[src/rtl/fifo_lsram_ctrl.sv]
// fifo_lsram_ctrl: first-word-fall-through FIFO over a 512x32 LSRAM with a 2-cycle registered read
//   CLK, SRST          : clock, synchronous active-high reset
//   WR_DATA/VALID/READY: producer handshake
//   RD_DATA/VALID/READY: consumer handshake, head word shown without a request
//   COUNT, FULL, EMPTY, AFULL, AEMPTY: total occupancy and status flags
//   RAM_*              : LSRAM write port, read port and registered read data
module fifo_lsram_ctrl #(
  parameter int AFULL_THRESH = 500,
  parameter int AEMPTY_THRESH = 4
) (
  input  logic        CLK,
  input  logic        SRST,
  input  logic [31:0] WR_DATA,
  input  logic        WR_VALID,
  output logic        WR_READY,
  output logic [31:0] RD_DATA,
  output logic        RD_VALID,
  input  logic        RD_READY,
  output logic [9:0]  COUNT,
  output logic        FULL,
  output logic        EMPTY,
  output logic        AFULL,
  output logic        AEMPTY,
  output logic [31:0] RAM_WD,
  output logic [8:0]  RAM_WADDR,
  output logic        RAM_WEN,
  output logic [8:0]  RAM_RADDR,
  output logic        RAM_REN,
  output logic        RAM_RD_EN,
  output logic        RAM_RD_SRST_N,
  input  logic [31:0] RAM_RD
);
  logic [9:0] wptr, rptr, occ, cnt_n;
  logic [1:0] infl, bcnt, wi, pipe;
  logic [2:0] used;
  logic [2:0][31:0] ob, ob_n;
  logic wr_fire, rd_fire, cap;
  // 10-bit pointers make the difference wrap-safe and let it reach 512
  assign occ = wptr - rptr;
  assign FULL = occ == 10'd512;
  assign WR_READY = !FULL;
  assign wr_fire = WR_VALID && WR_READY && !SRST;
  assign rd_fire = RD_VALID && RD_READY;
  assign cap = pipe[1];
  // a same-cycle pop frees its slot, so it counts toward the read credit
  assign used = {1'b0, bcnt} + {1'b0, infl} - {2'b0, rd_fire};
  assign RAM_REN = !SRST && occ != 10'd0 && used < 3'd3;
  assign RAM_WEN = wr_fire;
  assign RAM_WD = WR_DATA;
  assign RAM_WADDR = wptr[8:0];
  assign RAM_RADDR = rptr[8:0];
  assign RAM_RD_EN = 1'b1;
  assign RAM_RD_SRST_N = !SRST;
  assign RD_VALID = bcnt != 2'd0;
  assign RD_DATA = ob[0];
  assign cnt_n = COUNT + {9'd0, wr_fire} - {9'd0, rd_fire};
  // captured word lands just behind the head after any same-cycle pop shift
  assign wi = bcnt - {1'b0, rd_fire};
  always_comb begin
    ob_n = rd_fire ? {32'd0, ob[2:1]} : ob;
    if (cap) ob_n[wi] = RAM_RD;
  end
  always_ff @(posedge CLK)
    if (SRST) begin
      wptr <= '0;
      rptr <= '0;
      pipe <= '0;
      infl <= '0;
      bcnt <= '0;
      ob <= '0;
      COUNT <= '0;
      EMPTY <= 1'b1;
      AEMPTY <= 1'b1;
      AFULL <= 1'b0;
    end else begin
      wptr <= wptr + {9'd0, wr_fire};
      rptr <= rptr + {9'd0, RAM_REN};
      pipe <= {pipe[0], RAM_REN};
      infl <= infl + {1'b0, RAM_REN} - {1'b0, cap};
      bcnt <= bcnt + {1'b0, cap} - {1'b0, rd_fire};
      ob <= ob_n;
      COUNT <= cnt_n;
      EMPTY <= cnt_n == 10'd0;
      AFULL <= cnt_n >= 10'(AFULL_THRESH);
      AEMPTY <= cnt_n <= 10'(AEMPTY_THRESH);
    end
endmodule

[config.mk]
export PLATFORM = sky130hd
export DESIGN_NAME = fifo_lsram_ctrl
export DESIGN_NICKNAME = d
export VERILOG_FILES = /design/src/rtl/fifo_lsram_ctrl.sv
export SDC_FILE = /design/constraint.sdc
export NUM_CORES = 1
export LEC_CHECK = 0
export BUFFER_PORTS_ARGS = -buffer_cell sky130_fd_sc_hd__buf_2
export CORE_MARGIN = 5
export CORE_UTILIZATION = 44
export CTS_BUF_LIST = sky130_fd_sc_hd__clkbuf_16
export CTS_CLUSTER_SIZE = 12
export DETAILED_ROUTE_END_ITERATION = 16
export PLACE_DENSITY = 0.73
export SYNTH_ARGS = -nofsm -noshare
export SYNTH_HDL_FRONTEND = slang
export SYNTH_SLANG_ARGS = --single-unit
[constraint.sdc]
create_clock -name CLK -period 4.5 [get_ports CLK]
set_input_delay 0.675 -clock CLK [delete_from_list [all_inputs] [get_ports CLK]]
set_output_delay 0.675 -clock CLK [all_outputs]
set_load 0.02 [all_outputs]
### After elaboration in Yosys (flattened, before gate mapping)

Cells that the tools add are included.

* input bits: 68
* word-level logic and storage cells: 46
* output and inout port bits: 102
* register bits after elaboration: 135

* add/sub/neg operators: 12
* equality and inequality tests: 1
* muxes and demuxes: 5
* reduce and logical (&&, ||, !) cells: 11
* $lt $le $gt $ge: 5

Operators with widths (count)
* 2-to-1 mux 96 bit: 2
* bitwise mux 96 bit: 1
* demux 32 bit (select 2 bit): 1
* 2-to-1 mux 32 bit: 1
* adder 10 x 1 -> 10 bit: 3
* equality test 10 bit (second input constant): 1
* greater-or-equal comparator 10 x 9 -> 1 bit (second input constant): 1
* <= comparator 10 x 3 -> 1 bit (second input constant): 1
* zero test 10 bit: 1
* nonzero test 10 bit: 1
* subtractor 10 x 1 -> 10 bit: 1
* subtractor 10 bit: 1
* logical AND 1 bit: 6
* subtractor 2 x 1 -> 2 bit: 3
* adder 2 x 1 -> 2 bit: 2
* adder 2 x 2 -> 3 bit: 1
* < comparator 2 x 3 -> 1 bit (second input constant): 1
* < comparator 3 x 2 -> 1 bit (second input constant): 1
* subtractor 3 x 1 -> 3 bit: 1
* greater-or-equal comparator 2 x 1 -> 1 bit (second input constant): 1
* zero test 1 bit: 2
* nonzero test 2 bit: 1

### Longest topological paths before layout

* depth after elaboration: 9
* gate-level depth with buffers: 20
* mapped depth without buffers: 19

### Worst setup path before layout

Ideal clock, no wire load.

* path kind: flip-flop to flip-flop
* start point: register rptr[2]
* end point: register EMPTY
* period minus slack after synthesis: 4.127 ns
* data required time: 4.440 ns
* arrival time: 4.067 ns
* path buffers: 0
* stages on the path, launching flop included: 20
* setup time: 0.060 ns
* slack: 0.373 ns
* cells stage by stage: dfxtp_1 -> inv_1 -> ha_1 -> or2_2 -> o31a_1 -> a21oi_1 -> a21oi_1 -> a311o_1 -> o31ai_1 -> ha_1 -> inv_1 -> ha_1 -> inv_1 -> fa_1 -> nand2b_1 -> a21oi_1 -> nor2b_1 -> mux2i_1 -> nor4_1 -> a41o_1

* cells in the longest elaborated chain, start to end: 8

Ends and longest elaborated chain
* start: declaration: line 33 `logic [9:0] wptr, rptr, occ, cnt_n;`
* start signal: assignment: line 77 `rptr <= rptr + {9'd0, RAM_REN};`
* subtractor 10 bit: line 39 `assign occ = wptr - rptr;`
* equality test 10 bit: line 40 `assign FULL = occ == 10'd512;`
* zero test 1 bit: line 41 `assign WR_READY = !FULL;`
* logical AND 1 bit (2 in series): line 42 `assign wr_fire = WR_VALID && WR_READY && !SRST;`
* adder 10 x 1 -> 10 bit: line 56 `assign cnt_n = COUNT + {9'd0, wr_fire} - {9'd0, rd_fire};`
* subtractor 10 x 1 -> 10 bit: line 56
* zero test 10 bit: line 83 `EMPTY <= cnt_n == 10'd0;`
* end signal: assignment: line 72 `EMPTY <= 1'b1;`
* end signal: assignment: line 83
* end: declaration: line 21 `output logic EMPTY,`

No other way between the ends.
A chain may end at the register's enable or synchronous reset.

### Worst setup path in the final report

* start point: register rptr[6]
* end point: register EMPTY

The elaborated chain is that of the path after synthesis.

==> results.txt <==
Period minus WS final - 4.27 ns
clk slew on worst S/H paths - 0.06 ns
Syn Area/Cell - 8.75 um^2
initial core utilization - 44.7%
Syn. warnings - 0
drt wl/cell - 14.5 um
setup repair bufs after CTS - 0
reg2reg start - rptr[6]
maxcap violations - 0
max_slew headroom - 37.7%
Die W - 137 um
Ports - 170
CP max FO - 11
layout cells sized above 1 - 19.8%
clk root buf - clkbuf_16
Pwr Density - 619 nW/um^2
post-route setup slack - 0.227 ns
Vias - 5,470
post-route setup TNS - 0 ns
Synth top area share - 38.1%
status - finished, final reports clean
Pre-Repair DR Iteration Count - 4
max-slew violation count - 0
Routed Antenna Nets - 0
Most used DFF post-synth - dfxtp_1
FF-to-FF End - EMPTY
worst hold stages - 1
gr usage total - 16.6%
Register-to-Register Path Depth - 18
Clock Sink Count - 135
post-place setup slack - 0.0653 ns
initial antenna violation count - 1
total gr overflow - 0
Area contributors post-synth - dfxtp_1 38%, mux2i_1 9.3%, buf_4 8.8%, a211oi_1 6.9%, ha_1 5.3%
clock latency on the worst-skew pair - 0.41 ns
endpoints failing hold - 0
ys async rst share - 0%
worst path required time - 4.81 ns
clk buf depth - 2
crit path DAT - 4.58 ns
Worst Setup Path Type - flop to flop
RSZ-0062 raised after global routing - no
Post-synth EDFFs - 0
Syn Std Cell Area - 7100 um^2
clock skew - 0.0129 ns
Mapped Nets - 912
worst hold start - pipe[0]
H-tree depth - 4
Die Y - 137 um
# setup viols final - 0
synthesized flop and latch total - 135
fmax - 234 MHz
Syn Inst Count - 812
Area growth syn-to-layout - 10.4%
Num CTS Buffers - 17
vias in the first global route - 5,136
hold worst-path end - pipe[1]
Synth top cells by count - 135 x dfxtp_1, 96 x nor2_1, 83 x buf_4, 66 x mux2i_1, 65 x a211oi_1
fin nets - 920
maximum vdd ir drop - 0.000354 V
Seq/Total Area, Yosys - 38.1%
number of remaining DRC errors - 0
largest net degree at the start of global routing - 72
I/O Buffers - 104
Routed WL - 15,200 um
Hold Path Class - flop to flop
initial drt markers - 295
CP startpoint kind - flop
drt via density - 5.21
leading area contributor after synthesis - dfxtp_1
R2R setup slack - 0.23 ns
antenna cells - 0
most frequent cell after synthesis - dfxtp_1
first-pass GRT wire length - 25,200 um
Unique masters post-synth - 54
CTS tree - built
critical path endpoint category - flop
core box area - 15,900 um^2
Cell Rows - 46
GPL Wtd Cong - 0.910
die footprint - 18,800 um^2
Tightest Pin Transition - 0.934 ns
Post-DP HPWL - 10,500 um
final worst-path cycle share - 95.0%
Pleak - 3.61 nW
cell families (layout without fill, tap and decap cells):
| kind of cell | count (synthesis) | after routing | share of synthesized area [%] |
|---|---|---|---|
| flip-flops | 135 | 135 | 38.1 |
| other | 1 | 1 | 0.0528 |
| buffers and inverters | 163 | 184 | 13.2 |
| AO/OA/AOI/OAI | 154 | 154 | 15.1 |
| multiplexers | 66 | 66 | 9.30 |
| AND/OR/NAND/NOR | 230 | 230 | 14.5 |
| XOR/XNOR | 31 | 31 | 3.82 |
| adder cells (fa/ha/maj) | 32 | 32 | 5.85 |
power by group:
part | total, mW | switching, mW | internal (mW) | leakage (nW)
registers | 1.50 | 0.105 | 1.39 | 1.10
clock network | 1.44 | 0.522 | 0.919 | 0.298
logic | 1.91 | 1.15 | 0.759 | 2.22
total | 4.85 | 1.78 | 3.07 | 3.61
layer usage:
metal | GRT usage, % | part of all wire, % | up-vias | wire length (um)
met1 | 21.2 | 45 | 2560 | 6860
met4 | 6.21 | 1.7 | 2 | 258
li1 | - | - | 2763 | -
met5 | 0 | 0.046 | - | 7
met3 | 4.85 | 5.7 | 23 | 869
met2 | 26.5 | 47 | 122 | 7190
per-stage QoR:
stage | utilization (%) | area [um^2] | instances | total power, mW | hold slack, ns
after CTS | 49.2 | 7820 | 1049 | 4.87 | 0.437
after global routing | 49.4 | 7840 | 1049 | 5.19 | 0.457
final | 49.4 | 7840 | 1049 | 4.85 | 0.434
after global placement | 45.4 | 7210 | 1017 | 3.37 | 0.416
after detailed placement | 45.4 | 7210 | 1017 | 3.40 | 0.424
after floorplan | - | 7100 | 812 | 3.07 | 0.414
cells in the final DEF (no fill, tap or decap), drive strengths merged, types with 2 or more instances in the layout:
master	netlist	routed
o211ai	3	3
mux2i	66	66
buf	97	118
o22ai	2	2
xnor2	19	19
a311oi	3	3
nand3	50	50
a21boi	2	2
and3	5	5
a211oi	65	65
nor3	6	6
nor2	96	96
fa	2	2
nand2b	5	5
a41o	2	2
ha	30	30
or3	5	5
a2111oi	3	3
a31oi	4	4
inv	34	37
o21ai	8	8
xor2	12	12
bufinv	0	4
clkbuf	32	17
a21o	3	3
nor2b	13	13
nand2	42	42
dfxtp	135	135
clkinvlp	0	2
a211o	2	2
clkinv	0	6
o211a	2	2
or2	2	2
o31a	2	2
a21oi	47	47
worst max-delay path by stage:
stage             end  slack (ns)  cells past startpoint     from
5_1_grt        AEMPTY        0.02                     19  rptr[5]
6_report        EMPTY        0.23                     18  rptr[6]
3_3_place_gp   AEMPTY        0.17                     18  rptr[5]
4_1_cts        AEMPTY        0.04                     18  rptr[5]
3_5_place_dp    EMPTY        0.07                     18  rptr[5]
2_1_floorplan   EMPTY        0.37                     19  rptr[2]
final cells by class:
cell class                      instances  area [um^2]
Fill cell                            1501         8040
Multi-Input combinational cell        514         3500
Sequential cell                       135         2700
Timing Repair Buffer                  118          628
Clock buffer                           17          425
Tap cell                              216          270
Clock inverter                         15          185
Inverter                               34          128
critical path, stage by stage, from the launching register on:
cell      delay (ns)
dfxtp_1         0.37
inv_1           0.09
ha_1            0.48
o211ai_1        0.17
a311oi_2        0.19
o211ai_1        0.14
a2111o_1        0.43
o31ai_2         0.26
ha_1            0.26
inv_1           0.06
ha_1            0.15
inv_1           0.06
fa_1            0.37
nand2b_1        0.18
a21oi_2         0.18
nor2b_1         0.18
mux2i_1         0.27
nor4_2          0.09
a41o_1          0.24
sequential cells by signal (all words and copies together), names as in the netlist:
signal,flops
ob,64
COUNT,10
pipe,2
infl,2
rptr,10
AFULL,1
AEMPTY,1
RD_DATA,32
EMPTY,1
bcnt,2
wptr,10
repair_timing:
item | in CTS | in global routing
resized for setup | 0 | 6
hold buffers | 0 | 0
hold endpoints to repair | 0 | 0
endpoints found under the setup margin | 0 | 4
Note: power is estimated with default switching activity, not from simulation.
